--- src/rtl/pcw_boot_pkg.sv ---
// pcw_boot_pkg
// Shared definitions for the boot copier: the boot image length and the
// copier state encoding. Imported by boot_copier.
package pcw_boot_pkg;

   // Number of bytes in the boot ROM image that must reach RAM
   localparam int unsigned BOOT_LEN = 275;

   // Copier sequencing states
   typedef enum logic [1:0] {
      IDLE,
      FETCH,
      WRITE,
      FINISH
   } boot_state_e;

   // Modulo-256 running sum used for the copy checksum
   function automatic logic [7:0] sum8(input logic [7:0] a, input logic [7:0] b);
      return a + b;
   endfunction

endpackage

--- src/rtl/boot_copier.sv ---
// boot_copier
// Copies LENGTH bytes from an external boot ROM into RAM starting at RAM_BASE,
// holding the CPU in reset until the copy has finished.
//
// Ports:
//   clk_sys   in   system clock, rising edge
//   reset_n   in   asynchronous active-low reset
//   start     in   single-cycle copy request (honoured in IDLE and FINISH)
//   rom_addr  out  boot ROM read address, always equal to the byte counter
//   rom_data  in   combinational ROM data for rom_addr
//   ram_addr  out  RAM write address (RAM_BASE + count, wraps at RAM_AW bits)
//   ram_dout  out  RAM write data
//   ram_we    out  RAM write request, held until ram_ready accepts it
//   ram_ready in   RAM accepts the write when ram_we and ram_ready are both 1
//   cpu_hold  out  keeps the CPU in reset while 1
//   done      out  copy complete
//   checksum  out  modulo-256 sum of every byte accepted by RAM
module boot_copier
   import pcw_boot_pkg::*;
#(
   parameter int unsigned LENGTH   = BOOT_LEN,
   parameter int unsigned RAM_AW   = 19,
   parameter int unsigned RAM_BASE = 0
) (
   input  logic              clk_sys,
   input  logic              reset_n,
   input  logic              start,
   output logic [8:0]        rom_addr,
   input  logic [7:0]        rom_data,
   output logic [RAM_AW-1:0] ram_addr,
   output logic [7:0]        ram_dout,
   output logic              ram_we,
   input  logic              ram_ready,
   output logic              cpu_hold,
   output logic              done,
   output logic [7:0]        checksum
);

   // Counter value of the final byte; LENGTH is limited to 1..512
   localparam logic [8:0]        LAST = 9'(LENGTH - 1);
   // Base address truncated to the RAM width so address arithmetic wraps
   localparam logic [RAM_AW-1:0] BASE = RAM_AW'(RAM_BASE);

   boot_state_e state;
   logic [8:0]  count;

   // The ROM is addressed straight from the counter, so the data for the
   // byte being fetched is already valid during the FETCH cycle.
   assign rom_addr = count;

   // Single sequencing process; every output except rom_addr is a register,
   // so ram_we never depends combinationally on ram_ready.
   always_ff @(posedge clk_sys or negedge reset_n) begin
      if (!reset_n) begin
         state    <= IDLE;
         count    <= '0;
         checksum <= '0;
         ram_we   <= 1'b0;
         done     <= 1'b0;
         cpu_hold <= 1'b1;
         ram_addr <= BASE;
         ram_dout <= '0;
      end else begin
         unique case (state)
            IDLE: begin
               if (start) begin
                  state    <= FETCH;
                  count    <= '0;
                  checksum <= '0;
               end
            end

            FETCH: begin
               // Capture address and data together; they stay frozen for
               // however long the RAM stalls the write.
               ram_addr <= BASE + RAM_AW'(count);
               ram_dout <= rom_data;
               ram_we   <= 1'b1;
               state    <= WRITE;
            end

            WRITE: begin
               if (ram_ready) begin
                  ram_we   <= 1'b0;
                  checksum <= sum8(checksum, ram_dout);
                  if (count == LAST) begin
                     state    <= FINISH;
                     done     <= 1'b1;
                     cpu_hold <= 1'b0;
                  end else begin
                     count <= count + 9'd1;
                     state <= FETCH;
                  end
               end
            end

            FINISH: begin
               // A new start re-runs the whole copy with the CPU held again
               if (start) begin
                  state    <= FETCH;
                  count    <= '0;
                  checksum <= '0;
                  done     <= 1'b0;
                  cpu_hold <= 1'b1;
               end
            end

            default: state <= IDLE;
         endcase
      end
   end

endmodule

--- config.mk ---
export PLATFORM = sky130hd
export DESIGN_NAME = boot_copier
export DESIGN_NICKNAME = d
export VERILOG_FILES = /design/src/rtl/pcw_boot_pkg.sv /design/src/rtl/boot_copier.sv
export SDC_FILE = /design/constraint.sdc
export NUM_CORES = 1
export LEC_CHECK = 0
export CORE_MARGIN = 2
export CORE_UTILIZATION = 45
export DETAILED_ROUTE_END_ITERATION = 8
export DONT_BUFFER_PORTS = 1
export PLACE_DENSITY = 0.72
export SLEW_MARGIN = 0
export SYNTH_ARGS = -nofsm -noshare
export SYNTH_HDL_FRONTEND = slang
export SYNTH_SLANG_ARGS = --single-unit
--- constraint.sdc ---
create_clock -name clk_sys -period 3.8 [get_ports clk_sys]
set_clock_uncertainty 0.1 [all_clocks]
set_input_delay 0 -clock clk_sys [delete_from_list [all_inputs] [get_ports clk_sys]]
set_output_delay 0 -clock clk_sys [all_outputs]
set_load 0.1 [all_outputs]
==> run summary <==
The flow ran to the end, and the final reports show no timing, DRC or antenna violations. In this run, CTS created clock tree buffers numbering 5. The critical path arrival was 3320 ps.

The starting utilization of the core area is 47.3%, and the count of port buffers added during placement is 0. Area share of the largest cell type after synthesis: 45.6%. Number of max-slew violations in the final report: 0. In this run the number of H-tree levels came out at 2.

At the later pin of the worst-skew pair, clock insertion delay measures 290 ps. In the global route stage, overall resource usage came out at 17.2%. The run gives 1410 as the total via count in the routed design. CTS placed an instance of sky130_fd_sc_hd__clkbuf_8 at the clock tree root. TritonCTS built the clock tree. The part of the cycle the worst path needs works out to 83.7%.

The tools report the register area share after synthesis as 46.8%. The final HPWL from detailed placement was 2800 um. Worst hold path class: in2reg. Dividing the detail-routed via count by the number of cells gives 5.24. For the maximum number of pins on one net before global-route repair, the log shows 40. STA classifies the critical path endpoint as a flop. The logs give 0 ps for the total negative slack and 0.757 for the final weighted congestion of routability-driven global placement. Of the cells placed in the final design, the portion with a size suffix greater than 1 is 22.6%. Setup repair after global routing left no endpoint under its margin. The total number of placement rows is 24, and the layout overhead on the synthesized area is 16.7%. The total grt overflow was 0. The DRC violation count after routing is 0, and the pin slew with the least headroom to its limit is 1050 ps.

The worst slew margin relative to its limit was 29.7%. The die covers 0.00520 mm^2. The starting DRC count in detailed routing is 77.

STA classifies the critical path startpoint as a flop. The netlist uses 45 different library cells. For this block, the routed nets add up to 4070 um of wire.

The run gives 314 MHz as the top achievable clock speed. The tools report the number of antenna violations at the first check in global routing as 0. Summed over all instances, the cell type with the most area after synthesis is sky130_fd_sc_hd__dfrtp_1. The async set-or-reset flop fraction in the synthesized netlist came out at 100%.

A synthesized cell averages 11.2 um^2. The repair_antennas step left the layout with diodes totalling 0. Yosys printed 0 warnings.

The width of the chip works out to 72.1 um. After synthesis, the cell types taking the most area are sky130_fd_sc_hd__dfrtp_1 46%, sky130_fd_sc_hd__mux2_2 9.2%, sky130_fd_sc_hd__ha_1 7.2%. The total I/O pin count is 59, and the total number of nets in the final design is 241.

The count of nets left with antenna violations once routing finished came out at 0. Number of global-route vias before repair: 1502. The tools report the global-route wire length before repair as 6920 um. The clock input transition at the sequential cells of the worst setup and hold paths came out at 70 ps.

In the final routed layout, each cell accounts on average for 15.1 um. The synthesized design contains 0 enable-type register cells. The height of the die was 72.1 um; the core region area was 0.00441 mm^2.

Maximum buffer depth of the clock tree: 2. In the synthesized netlist the dominant register cell turns out to be sky130_fd_sc_hd__dfrtp_1. The tools report the number of hold violations in the final report as 0. Length of the first detailed-routing pass in iterations: 4.

Setup violations remaining at the end of the flow were counted as 0. The clock net sink count is 39. Subtracting the final worst setup slack from the clock period gives 3180 ps.

The peak fanout along the critical path works out to 8. The top cell types in the final layout, fill and taps aside, are 38 x sky130_fd_sc_hd__dfrtp_1, 17 x sky130_fd_sc_hd__mux2_2, 16 x sky130_fd_sc_hd__nand2_1. In this run the cell area of the synthesized design comes to 0.00209 mm^2. The number of max-cap violations was 0. The library cell used most frequently in the layout, excluding fill and tap cells, is sky130_fd_sc_hd__dfrtp_1. For the post-CTS resize count, the log shows 0. The data required time of the critical path was 3940 ps.

After synthesis the netlist holds a flip-flop and latch count of 39. Synthesis produced a netlist whose cell count is 187. By startpoint and endpoint, the worst setup path is classified as reg2reg.
-- Yosys cell counts, drive strengths merged (2+ instances only) --
cell type / n
dfrtp: 38
mux2: 17
nand2: 16
buf: 14
o21ai: 13
ha: 12
a21oi: 10
inv: 9
nor2: 9
nand3: 6
xnor2: 4
xor2: 4
mux2i: 3
o21bai: 3
a211oi: 2
a21o: 2
a22o: 2
and2: 2
nand2b: 2
nor4: 2
o22ai: 2
-- critical path, cell delays in order, from the launching register on --
cell                            delay, ps
sky130_fd_sc_hd__dfrtp_1              790
sky130_fd_sc_hd__nor4bb_1             520
sky130_fd_sc_hd__and4_1               280
sky130_fd_sc_hd__nand2_1               90
sky130_fd_sc_hd__nand2_1               70
sky130_fd_sc_hd__nand3_1               70
sky130_fd_sc_hd__dlygate4sd3_1        580
sky130_fd_sc_hd__nand2_1               70
sky130_fd_sc_hd__dlygate4sd3_1        550
-- registers in the layout (all words and copies together), names as in the netlist --
signal,cells
checksum,8
cpu_hold,1
done,1
ram_addr,9
ram_dout,8
ram_we,1
rom_addr,9
state,2
-- routing by layer --
layer | vias to the layer above | GRT usage (%) | wire [um]
met5 | - | 0 | 0
met4 | 0 | 5.66 | 44
met3 | 5 | 7.92 | 295
met2 | 41 | 29.4 | 2020
met1 | 671 | 19.1 | 1700
li1 | 693 | - | -
-- logic make-up (layout without fill, tap and decap cells) --
family	after synthesis	in the layout	share of synthesized area, %
buffers and inverters	23	44	6.35
DFF	39	39	46.8
and+or+nand+nor	46	46	12.3
AOI/OAI and AO/OA	37	37	12.2
other	1	10	0.180
adders and majority gates	13	13	8.15
xor gates and xnor gates	8	8	3.36
muxes	20	20	10.6
-- path summary, 6_finish.rpt --
| path | from | endpoint | slack, ps | cells past startpoint |
|---|---|---|---|---|
| max in group asynchronous | reset_n | cpu_hold | 3290 | 2 |
| min in group asynchronous | reset_n | ram_dout[3] | 60 | 2 |
| setup reg to reg | rom_addr[2] | cpu_hold | 620 | 8 |
| hold / removal | start | state[0] | 40 | 3 |
| hold reg to reg | state[1] | state[1] | 460 | 2 |
| setup / recovery | rom_addr[2] | cpu_hold | 620 | 8 |
-- metrics by stage --
step,worst slack (ps),util (%),area (um^2),cells,hold slack (ps)
2_1_floorplan,1190,-,2120,196,-396
3_3_place_gp,1110,49.5,2180,247,-395
3_5_place_dp,1070,49.5,2180,247,-395
4_1_cts,644,55.2,2430,269,35.9
5_1_grt,445,55.2,2430,269,84.4
6_report,620,55.2,2430,269,35.9
-- timing repair --
| action | 4_1_cts | 5_1_grt |
|---|---|---|
| hold buffers | 14 | 0 |
| setup buffers | 0 | 0 |
| hold endpoints to repair | 60 | 0 |
| setup endpoints to repair | 0 | 0 |
-- layout make-up --
type	instances	area, um^2
fill	386	1980
multi-input combinational	134	1010
sequential	39	977
timing repair buffer	27	248
clock buffer	8	100
tap	52	65.1
inverter	9	33.8
Power is not shown: default switching activity piles up to over one toggle a cycle in this logic, so the estimate is an artifact.
